<file path="src/rtl/dob_reset_sequencer.sv">
// dob_reset_sequencer
//   Staged reset sequencer for the data-output-block clock domain. Keeps all
//   channel resets asserted while the PLL is unlocked or the block is in reset,
//   waits a hold time after synchronised lock, then releases the channels one
//   at a time in ascending order (serialiser, encoder, FIFO readout). Also
//   handles software reset requests and counts PLL lock losses.
// Ports
//   clock       in   DOB clock, rising edge
//   reset       in   synchronous active-high block reset
//   locked      in   asynchronous PLL lock, 2-FF synchronised internally
//   sw_rst_req  in   single-cycle software reset request
//   rst_out     out  [NCH-1:0] active-high per-channel reset, registered
//   seq_done    out  high while all channels are released, registered
//   lock_loss   out  [CNT_W-1:0] saturating lock-loss count, registered
module dob_reset_sequencer #(
  parameter int unsigned NCH       = 3,
  parameter int unsigned HOLD_CYC  = 4,
  parameter int unsigned STAGE_GAP = 2,
  parameter int unsigned SW_CYC    = 8,
  parameter int unsigned CNT_W     = 8
) (
  input  logic             clock,
  input  logic             reset,
  input  logic             locked,
  input  logic             sw_rst_req,
  output logic [NCH-1:0]   rst_out,
  output logic             seq_done,
  output logic [CNT_W-1:0] lock_loss
);

  localparam int unsigned MAX_HS  = (HOLD_CYC > STAGE_GAP) ? HOLD_CYC : STAGE_GAP;
  localparam int unsigned MAX_CYC = (MAX_HS > SW_CYC) ? MAX_HS : SW_CYC;
  localparam int unsigned CW      = $clog2(MAX_CYC + 1);
  localparam int unsigned SW      = $clog2(NCH + 1);
  localparam bit          SINGLE  = (NCH == 1);

  typedef enum logic [2:0] {
    WAIT_LOCK = 3'd0,
    HOLD      = 3'd1,
    RELEASE   = 3'd2,
    RUN       = 3'd3,
    SW_RST    = 3'd4
  } state_t;

  state_t           state, state_nxt;
  logic [CW-1:0]    cnt, cnt_nxt;
  logic [SW-1:0]    stage, stage_nxt;
  logic [NCH-1:0]   rst_out_nxt;
  logic             seq_done_nxt;
  logic [CNT_W-1:0] lock_loss_nxt;
  logic [1:0]       sync;
  logic             locked_s;

  // Two-flop synchroniser for the asynchronous PLL lock
  always_ff @(posedge clock) begin
    if (reset) sync <= 2'b00;
    else       sync <= {sync[0], locked};
  end

  assign locked_s = sync[1];

  // State and output registers
  always_ff @(posedge clock) begin
    if (reset) begin
      state     <= WAIT_LOCK;
      cnt       <= '0;
      stage     <= '0;
      rst_out   <= '1;
      seq_done  <= 1'b0;
      lock_loss <= '0;
    end else begin
      state     <= state_nxt;
      cnt       <= cnt_nxt;
      stage     <= stage_nxt;
      rst_out   <= rst_out_nxt;
      seq_done  <= seq_done_nxt;
      lock_loss <= lock_loss_nxt;
    end
  end

  // Next-state and next-output logic. Channels are released by shifting a
  // zero in at bit 0, so the asserted set is always a contiguous top run.
  always_comb begin
    state_nxt     = state;
    cnt_nxt       = cnt;
    stage_nxt     = stage;
    rst_out_nxt   = rst_out;
    seq_done_nxt  = seq_done;
    lock_loss_nxt = lock_loss;

    if (state != WAIT_LOCK && !locked_s) begin
      // Lock loss outranks a simultaneous software request
      state_nxt    = WAIT_LOCK;
      cnt_nxt      = '0;
      stage_nxt    = '0;
      rst_out_nxt  = '1;
      seq_done_nxt = 1'b0;
      if (lock_loss != '1) lock_loss_nxt = lock_loss + CNT_W'(1);
    end else begin
      unique case (state)
        WAIT_LOCK: begin
          rst_out_nxt  = '1;
          seq_done_nxt = 1'b0;
          if (locked_s) begin
            state_nxt = HOLD;
            cnt_nxt   = '0;
          end
        end

        HOLD, RELEASE, RUN: begin
          if (sw_rst_req) begin
            state_nxt    = SW_RST;
            cnt_nxt      = '0;
            stage_nxt    = '0;
            rst_out_nxt  = '1;
            seq_done_nxt = 1'b0;
          end else if (state == HOLD) begin
            if (cnt == CW'(HOLD_CYC - 1)) begin
              rst_out_nxt = rst_out << 1;
              cnt_nxt     = '0;
              stage_nxt   = SW'(1);
              if (SINGLE) begin
                state_nxt    = RUN;
                seq_done_nxt = 1'b1;
              end else begin
                state_nxt = RELEASE;
              end
            end else begin
              cnt_nxt = cnt + CW'(1);
            end
          end else if (state == RELEASE) begin
            if (cnt == CW'(STAGE_GAP - 1)) begin
              rst_out_nxt = rst_out << 1;
              cnt_nxt     = '0;
              if (stage == SW'(NCH - 1)) begin
                state_nxt    = RUN;
                seq_done_nxt = 1'b1;
              end else begin
                stage_nxt = stage + SW'(1);
              end
            end else begin
              cnt_nxt = cnt + CW'(1);
            end
          end
        end

        SW_RST: begin
          rst_out_nxt  = '1;
          seq_done_nxt = 1'b0;
          if (sw_rst_req) begin
            cnt_nxt = '0;
          end else if (cnt == CW'(SW_CYC - 1)) begin
            state_nxt = HOLD;
            cnt_nxt   = '0;
          end else begin
            cnt_nxt = cnt + CW'(1);
          end
        end

        default: begin
          state_nxt   = WAIT_LOCK;
          cnt_nxt     = '0;
          stage_nxt   = '0;
          rst_out_nxt = '1;
        end
      endcase
    end
  end

endmodule
</file>
<file path="config.mk">
export PLATFORM = sky130hd
export DESIGN_NAME = dob_reset_sequencer
export DESIGN_NICKNAME = d
export VERILOG_FILES = /design/src/rtl/dob_reset_sequencer.sv
export SDC_FILE = /design/constraint.sdc
export NUM_CORES = 1
export LEC_CHECK = 0
export ABC_AREA = 0
export CAP_MARGIN = 0
export CELL_PAD_IN_SITES_DETAIL_PLACEMENT = 2
export CELL_PAD_IN_SITES_GLOBAL_PLACEMENT = 2
export CORE_MARGIN = 2
export CORE_UTILIZATION = 37
export CTS_BUF_LIST = sky130_fd_sc_hd__clkbuf_8
export DETAILED_ROUTE_END_ITERATION = 10
export PLACE_DENSITY = 0.93
export SLEW_MARGIN = 30
export SYNTH_ARGS = -nofsm -noshare
export SYNTH_HDL_FRONTEND = slang
export SYNTH_SLANG_ARGS = --single-unit
</file>
<file path="constraint.sdc">
create_clock -name clock -period 2.9 [get_ports clock]
set_input_delay 0.58 -clock clock [delete_from_list [all_inputs] [get_ports clock]]
set_output_delay 0.58 -clock clock [all_outputs]
set_load 0.01 [all_outputs]
</file>
### Yosys cells after proc, flatten, opt, wreduce, memory -nomap -nowiden

Cells that the tools add are included.

| cells by class | value |
|---|---|
| reductions and logical operators | 17 |
| bitwise gates (word level) | 2 |
| muxes and demuxes | 36 |
| equal/unequal tests | 22 |
| add/subtract/negate cells | 3 |

Operator list:

| kind | count |
|---|---|
| $mux 3 | 13 |
| $mux 4 | 8 |
| $ne 4x4->1 const B | 5 |
| $mux 2 | 6 |
| $ne 3x3->1 const B | 4 |
| $pmux 4 s3 | 1 |
| $reduce_and 5->1 | 2 |
| $pmux 3 s3 | 1 |
| $add 8x1->8 const B | 1 |
| $ne 8x8->1 const B | 1 |
| $reduce_and 7->1 | 1 |
| $eq 3x2->1 const B | 2 |
| $ne 2x2->1 const B | 3 |
| $reduce_bool 2->1 | 3 |
| $mux 1 | 5 |
| $add 4x1->4 const B | 1 |
| $eq 4x1->1 const B | 1 |
| $eq 4x2->1 const B | 1 |
| $eq 4x3->1 const B | 1 |
| $pmux 2 s2 | 1 |
| $reduce_and 2->1 | 2 |
| $reduce_or 2->1 | 2 |
| $reduce_or 4->1 | 1 |
| $eq 3x1->1 const B | 1 |
| 12 further kinds | 13 |

| storage, ports and cells | value |
|---|---|
| input bits | 4 |
| flip-flop bits (word level) | 23 |

### Logic depth before layout (Yosys ltp)

Gate-level depths: netlist (run 1).

| logic depth | value |
|---|---|
| depth after elaboration | 7 |
| depth in mapped cells | 7 |
| mapped depth without buffers | 7 |

### Worst setup path before layout (run 1)

Ideal clock, no wire load.

| timing path | value |
|---|---|
| path type | reg2reg |
| start | register cnt[0] |
| end | register stage[1] |
| setup time | 96 ps |
| stages on the path, launching flop included | 6 |
| arrival time | 1509 ps |
| setup slack | 1295 ps |
| required time | 2804 ps |
| path buffers | 0 |
| clock period less this slack | 1605 ps |
| cells stage by stage | dfxtp_1 ha_1 nor3b_2 mux2i_1 a221o_1 o41ai_2 |

| on the way | value |
|---|---|
| word-level cells in the longest chain between the ends | 3 |
| elaborated cells between the ends (all ways) | 5 |
| classes of those cells | eq/ne: 4; reduce/logical: 1 |

RTL lines:

| what | line | RTL |
|---|---|---|
| start, declared | 46 | `logic [CW-1:0] cnt, cnt_nxt;` |
| start signal, assigned | 73 | `cnt <= cnt_nxt;` |
| $eq 4x2->1 / $eq 4x1->1 (equally long branches) | 118, 132 |  |
| $ne 4x4->1 (no source line) | - |  |
| $reduce_and 5->1 (no source line) * | - |  |
| end signal, assigned | 74 | `stage <= stage_nxt;` |
| end, declared | 47 | `logic [SW-1:0] stage, stage_nxt;` |

Mark *: on every way between the ends. The rest lies on a longest branch, timed or not.
A chain may end at the register's enable or synchronous reset.

### Final worst setup path (run 1)

| timing path | value |
|---|---|
| start | register state[0] |
| end | register state[0] |

| on the way | value |
|---|---|
| word-level cells in the longest chain between the ends | 4 |
| elaborated cells between the ends (all ways) | 20 |
| classes of those cells | eq/ne: 11; mux: 3; reduce/logical: 6 |

RTL lines:

| what | line | RTL |
|---|---|---|
| start, declared | 45 | `state_t state, state_nxt;` |
| start signal, assigned | 72 | `state <= state_nxt;` |
| $eq 3x1->1, or another cell as far along | 100, 117 |  |
| $reduce_or 3->1 / $mux 3 (equally long branches) | 100, 117 |  |
| $ne 4x4->1 (no source line) / $mux 3 (equally long branches) | - |  |
| $reduce_and 7->1 (no source line) / $pmux 3 s3 (equally long branches) | - |  |

Several ways; a longest one is shown, not always the timed one.

==> key figures, run 1 <==
Run status
  – Status: finished clean

Final layout
  – Non-filler cells, final: 203
  – Final instance area: 0.00146 sq mm
  – Most frequent cells in the layout: dfxtp_1, clkdlybuf4s50_1, nor2_1
  – Layout Area Growth over Synthesis: 17.0%
  – Ant diodes: 0
  – Layout cells sized above 1: 0.0828
  – Final Util: 0.445
  – Final nets: approximately 170
  – Commonest non-fill, non-tap cell in the layout: dfxtp_1

Pwr
  – Sw frac: 0.395
  – Clock power share: 0.225
  – Combinational Power Share: 0.353
  – Cell-internal power: between 500 and 600 uW
  – Pwr dens: between 600 and 700 mW/mm^2
  – Peak supply drop: between 0.2 and 0.3 mV
  – Switching power: around 360 uW
  – Leak: about 0.00054 uW
  – Flop pwr share: 0.422

Yosys
  – Post-synthesis sequential area ratio: 0.369
  – Ys async rst share: 0
  – Synth Cell Area: approximately 0.0012 sq mm
  – Post-Synthesis Cells: between 100 and 150
  – Post-synth EDFFs: 0
  – Synth warn: 0
  – Count of different cell masters after synthesis: 44
  – Seq cells post-synth: 23
  – Ys flop type: dfxtp_1
  – Average size of a mapped cell: approximately 8.6 sq um
  – Net Count, Synth: between 150 and 200

Critical path
  – CP Capture Type: flip-flop
  – WP data arrival: between 2 and 2.5 ns
  – Reg2reg end: state[0]
  – CP startpoint kind: flip-flop
  – RR Startpoint: state[0]
  – Req. time, crit path: between 3 and 4 ns
  – FF-to-FF setup slack: about 0.74 ns
  – Worst Path Max Fanout: 12
  – R2r worst-path depth: 5
  – Crit Path Class: flip-flop to flip-flop

GRT
  – Vias in the first global route: 1115
  – Total GRT Usage: 0.215
  – GR Overflow Total: 0
  – Antenna violations before repair: 0
  – First-pass GRT wire length: a little under 6 mm
  – Largest net degree at the start of global routing: 15

Floorplan
  – Initial Utilization: 0.380
  – Die width: around 62 um
  – Die ar.: slightly below 0.004 sq mm
  – FP Rows: 21
  – Core Area: 0.00328 sq mm
  – IO Count: 16
  – Die Height: 62.1 um

Clock network
  – Hold Buf Count CTS: 0
  – Clk Latency, worst-skew pair: between 0.2 and 0.3 ns
  – Root buf cell: clkbuf_8
  – CTS sink cnt: 23
  – CTS H-tree lvls: 1
  – Post-CTS Resized: 0
  – Post-CTS setup buffers: 0
  – Clock slew at reported path FFs: about 0.090 ns
  – CTS tree: done
  – Buffer levels on the longest clock path: 2
  – Num CTS Buffers: 3

Route
  – Post-route ant nets: 0
  – Initial DRC Count: 40
  – Vias: 1115
  – Post-Route WL: around 3.9 mm
  – Vias/cell: around 5.5
  – Remaining DRCs: 0
  – Detailed Routing Iterations Pass 1: 4
  – Wire per inst: between 15 and 20 um

STA
  – Final setup violation count: 0
  – Fmax achieved: 0.463 GHz
  – Period minus WS final: 2.16 ns
  – Slew Limit Fails: 0
  – Setup_tns: 0 ns
  – Layout Skew: approximately 0.0028 ns
  – RSZ-0062 raised after global routing: false
  – Tightest Pin Transition: about 0.57 ns
  – Worst slew margin: 0.620
  – Period utilization: 0.744
  – Final hold violation count: 0

Run
  – Max Cap Viol: 0

Placement
  – Placed instance area: between 0.001 and 0.0015 sq mm
  – Dpl hpwl: around 2.7 mm
  – Final Wtd Congestion: 0.809
  – Placed cells: roughly 200
  – Number of port buffers: 15

Hold path
  – Hold path depth: 1
  – Worst hold path type: flip-flop to flip-flop
  – HP Start: sync[0]
  – Hold EP: sync[1]
-- cells in the mapped netlist (2+ instances only) --
cell	count	share of area
nand2_1	13	0.039
mux2i_1	5	0.040
a31oi_1	3	0.015
nor2_1	14	0.042
nor3b_2	2	0.020
nor4_1	2	0.010
and3_1	2	0.010
xnor2_1	2	0.014
nor3b_1	3	0.018
nand4_1	4	0.020
nand3_1	6	0.024
inv_1	7	0.021
ha_1	4	0.040
buf_2	5	0.020
or2_1	2	0.010
nand3b_1	2	0.012
xor2_1	5	0.035
nor3_2	2	0.016
dfxtp_1	23	0.37
nor2b_1	6	0.030
o211ai_1	3	0.018
a21oi_1	5	0.020
nor3_1	3	0.012
o21ai_0	2	0.0080
-- stage by stage --
step,total power (uW),setup WS [ns],hold slack (ns)
after floorplan,618,1.29,0.414
final,920,0.742,0.475
after global routing,976,0.604,0.493
after CTS,918,0.785,0.475
after detailed placement,703,0.609,0.459
after global placement,672,0.755,0.423
-- cell families (layout without fill, tap and decap cells) --
| kind of cell | Yosys count | after routing | share of synthesized area |
|---|---|---|---|
| multiplexers | 5 | 5 | 0.0401 |
| flip-flops | 23 | 23 | 0.369 |
| XOR/XNOR | 7 | 7 | 0.0491 |
| buffers and inverters | 14 | 26 | 0.0531 |
| AND/OR/NAND/NOR | 66 | 66 | 0.295 |
| adder cells (fa/ha/maj) | 4 | 4 | 0.0401 |
| AO/OA/AOI/OAI | 26 | 26 | 0.154 |
-- worst max-delay path, stage by stage, from the launching register on --
cell and delay [ns]:
dfxtp_1 0.63, nor3b_2 0.38, mux2i_1 0.42, nand2_1 0.21
a31oi_1 0.29, a311oi_1 0.09
-- sequential cells by signal, indices dropped and copies added (netlist names) --
register / cells
lock_loss: 8
sync: 2
stage: 2
cnt: 4
state: 3
seq_done: 1
rst_out: 3
-- layout make-up --
class	instances	area (sq um)
Fill cell	368	1820
Multi-Input combinational cell	108	722
Sequential cell	23	460
Timing Repair Buffer	15	150
Tap cell	46	57.6
Clock buffer	3	41.3
Inverter	7	26.3
Clock inverter	1	3.75
-- power groups by stage --
| stage | Clock (uW) | Sequential (uW) | Combinational (uW) |
|---|---|---|---|
| floorplan | 0 | 366 | 253 |
| global placement | 0 | 390 | 282 |
| detailed placement | 0 | 392 | 311 |
| CTS | 207 | 387 | 324 |
| global route | 229 | 393 | 354 |
| finish | 207 | 388 | 325 |
-- how the worst max path moves through the flow --
stage               startpoint        to  slack, ns  cells after the start
floorplan               cnt[0]  stage[1]       1.29                      5
global placement    sw_rst_req    cnt[2]       0.75                      6
detailed placement  sw_rst_req  state[0]       0.61                      6
CTS                   state[0]  state[0]       0.79                      5
global route          state[0]  state[0]       0.60                      5
finish                state[0]  state[0]       0.74                      5
-- routing by layer --
layer  global-route usage  routed length, um  share of wire
met3               0.0290                 91          0.023
met4               0.0760                 47          0.012
met2                0.369               1990           0.51
met1                0.274               1750           0.45
met5                    0                  0              0
No activity file was read; power rests on OpenSTA's default activity.
==> inputs of run 2 (changes only) <==
--- a/config.mk
+++ b/config.mk
@@ -10,10 +10,10 @@
 export CELL_PAD_IN_SITES_DETAIL_PLACEMENT = 2
 export CELL_PAD_IN_SITES_GLOBAL_PLACEMENT = 2
 export CORE_MARGIN = 2
-export CORE_UTILIZATION = 37
+export CORE_UTILIZATION = 34
 export CTS_BUF_LIST = sky130_fd_sc_hd__clkbuf_8
 export DETAILED_ROUTE_END_ITERATION = 10
-export PLACE_DENSITY = 0.93
+export PLACE_DENSITY = 0.87
 export SLEW_MARGIN = 30
 export SYNTH_ARGS = -nofsm -noshare
 export SYNTH_HDL_FRONTEND = slang
==> constraint.sdc (replaced) <==
create_clock -name clock -period 2.2 [get_ports clock]
set_input_delay 0.44 -clock clock [delete_from_list [all_inputs] [get_ports clock]]
set_output_delay 0.44 -clock clock [all_outputs]
set_load 0.01 [all_outputs]
==> key figures, run 2 (synthesis gave the netlist of run 1 again) <==
Clock network
  – Post-CTS setup buffers: 0 (unchanged)
  – Hold Buf Count CTS: 0 (unchanged)
  – Num CTS Buffers: 3 (unchanged)
  – CTS H-tree lvls: 1 (unchanged)
  – Root buf cell: clkbuf_8 (unchanged)
  – CTS sink cnt: 23 (unchanged)
  – Buffer levels on the longest clock path: 2 (unchanged)
  – Clk Latency, worst-skew pair: 0.27 ns (about the same)
  – Clock slew at reported path FFs: 0.09 ns (about the same)
  – CTS tree: done (unchanged)
  – Post-CTS Resized: 0 (unchanged)

STA
  – RSZ-0062 raised after global routing: false (unchanged)
  – Hold WS: 0.453 ns (was 0.475 ns)
  – Final setup violation count: 0 (unchanged)
  – Slew Limit Fails: 0 (unchanged)
  – Final hold violation count: 0 (unchanged)
  – Period utilization: 0.864 (was 0.744)
  – Period minus WS final: 1.90 ns (was 2.16 ns)
  – Layout Skew: 0.00388 ns (was 0.00277 ns)
  – Tightest Pin Transition: 0.576 ns (was 0.569 ns)
  – Worst slew margin: 0.615 (was 0.620)
  – Setup_tns: 0 ns (unchanged)
  – Fmax achieved: 0.526 GHz (was 0.463 GHz)

Final layout
  – Commonest non-fill, non-tap cell in the layout: dfxtp_1 (unchanged)
  – Final nets: 169 (was 166)
  – Layout cells sized above 1: 0.106 (was 0.0828)
  – Max FFs per register: 8 (unchanged)
  – Layout Area Growth over Synthesis: 19.1% (was 17.0%)
  – Ant diodes: 0 (unchanged)
  – Top flop regs: lock_loss x8, cnt x4 (unchanged)
  – Most frequent cells in the layout: dfxtp_1, clkdlybuf4s50_1, nor2_1 (unchanged)
  – Largest register by flop count: lock_loss (unchanged)
  – Final Util: 0.413 (was 0.445)

Critical path
  – Crit Path Class: flip-flop to flip-flop (unchanged)
  – CP startpoint kind: flip-flop (unchanged)
  – Reg2reg end: stage[0] (was state[0])
  – R2r worst-path depth: 5 (unchanged)
  – CP Capture Type: flip-flop (unchanged)
  – Worst Path Max Fanout: 6 (was 12)
  – Req. time, crit path: 2.38 ns (was 3.02 ns)
  – WP data arrival: 2.08 ns (was 2.28 ns)
  – RR Startpoint: cnt[0] (was state[0])
  – FF-to-FF setup slack: 0.30 ns (was 0.74 ns)

Pwr
  – Switching power: 459 uW (was 363 uW)
  – Peak supply drop: 0.459 mV (was 0.298 mV)
  – Sw frac: 0.379 (was 0.395)
  – Leak: 0.000553 uW (was 0.000539 uW)
  – Cell-internal power: 752 uW (was 557 uW)
  – Pwr dens: 814 mW/mm^2 (was 629 mW/mm^2)
  – Flop pwr share: 0.401 (was 0.422)
  – Combinational Power Share: 0.372 (was 0.353)
  – Clock power share: 0.228 (was 0.225)

GRT
  – Total GRT Usage: 0.181 (was 0.215)
  – Largest net degree at the start of global routing: 15 (unchanged)
  – GR Overflow Total: 0 (unchanged)
  – First-pass GRT wire length: 5.81 mm (was 5.84 mm)
  – Vias in the first global route: 1210 (was 1115)
  – GRT busiest layer: met2 (unchanged)
  – Grt met3 use: 0.0278 (was 0.0290)
  – Met2 global-route usage: 0.361 (was 0.369)
  – Met1 usage: 0.198 (was 0.274)
  – Antenna violations before repair: 0 (unchanged)

Route
  – Remaining DRCs: 0 (unchanged)
  – Vias: 1088 (was 1115)
  – Wire per inst: 16.7 um (was 19.1 um)
  – Detailed Routing Iterations Pass 1: 4 (unchanged)
  – Initial DRC Count: 19 (was 40)
  – Vias/cell: 5.23 (was 5.49)
  – Post-route ant nets: 0 (unchanged)
  – Post-Route WL: 3.47 mm (was 3.88 mm)

Hold path
  – Hold path depth: 1 (unchanged)
  – Worst hold path type: flip-flop to flip-flop (unchanged)
  – HP Start: sync[0] (unchanged)
  – Hold EP: sync[1] (unchanged)

Placement
  – Dpl hpwl: 2.68 mm (was 2.70 mm)
  – Number of port buffers: 15 (unchanged)
  – Final Wtd Congestion: 0.864 (was 0.809)

Floorplan
  – Initial Utilization: 0.346 (was 0.380)
  – Die width: 64.6 um (was 62.1 um)
  – Core Area: 0.00361 sq mm (was 0.00328 sq mm)
  – FP Rows: 22 (was 21)
  – IO Count: 16 (unchanged)
  – Die ar.: 0.00417 sq mm (was 0.00386 sq mm)
  – Die Height: 64.6 um (was 62.1 um)

Run status
  – Status: finished clean (unchanged)

Run
  – Max Cap Viol: 0 (unchanged)
run 2: changes by cell type in the layout (fill, tap and decap cells not counted):
| cell | before | now |
|---|---|---|
| clkinv_2 | 0 | 1 |
| buf_4 | 0 | 3 |
| inv_1 | 8 | 7 |
run 2: metrics by stage:
stage / std cells / total power [uW] / worst slack (ns) / area [sq um]
floorplan: 145 / 815 / 0.595 / 1250
global placement: 204 / 906 / 0.194 / 1440
detailed placement: 204 / 940 / 0.0849 / 1440
CTS: 208 / 1230 / 0.262 / 1490
global route: 208 / 1280 / 0.181 / 1490
finish: 208 / 1210 / 0.299 / 1490
run 2: cell type report:
| type | count | area (sq um) |
|---|---|---|
| Fill cell | 428 | 2120 |
| Sequential cell | 23 | 460 |
| Inverter | 7 | 26.3 |
| Multi-Input combinational cell | 108 | 722 |
| Clock buffer | 3 | 41.3 |
| Tap cell | 48 | 60.1 |
| Clock inverter | 1 | 5.00 |
| Timing Repair Buffer | 18 | 173 |
run 2: worst max-delay path: stages, from the launching register on:
cell	delay, ns
dfxtp_1	0.42
ha_1	0.32
nor3b_2	0.22
mux2i_1	0.15
a221o_1	0.43
o31ai_1	0.27
run 2: worst max-delay path by stage:
| stage | startpoint | to | slack, ns | depth (start not counted) |
|---|---|---|---|---|
| after floorplan | cnt[0] | stage[1] | 0.59 | 5 |
| after global placement | sw_rst_req | cnt[2] | 0.19 | 6 |
| after detailed placement | sw_rst_req | cnt[2] | 0.08 | 6 |
| after CTS | cnt[0] | stage[0] | 0.26 | 5 |
| after global routing | state[2] | lock_loss[6] | 0.18 | 5 |
| final | cnt[0] | stage[0] | 0.30 | 5 |
run 2: metal layers:
| layer | vias up | wire, um |
|---|---|---|
| met3 | 5 | 79 |
| met4 | 0 | 27 |
| met5 | - | 0 |
| met1 | 531 | 1460 |
| li1 | 539 | - |
| met2 | 13 | 1900 |
run 2: power groups by stage:
stage               Clock, uW  Combinational [uW]  Sequential [uW]
detailed placement          0                 446              494
finish                    276                 450              485
global route              300                 492              491
floorplan                   0                 333              482
global placement            0                 417              490
CTS                       291                 453              485
==> inputs of run 3 (changes only) <==
--- a/config.mk
+++ b/config.mk
@@ -13,6 +13,7 @@
 export CORE_UTILIZATION = 34
 export CTS_BUF_LIST = sky130_fd_sc_hd__clkbuf_8
 export DETAILED_ROUTE_END_ITERATION = 10
+export GPL_ROUTABILITY_DRIVEN = 0
 export PLACE_DENSITY = 0.87
 export SLEW_MARGIN = 30
 export SYNTH_ARGS = -nofsm -noshare
==> results of run 3 <==
Final layout, timing and power as in run 2 (identical DEF).
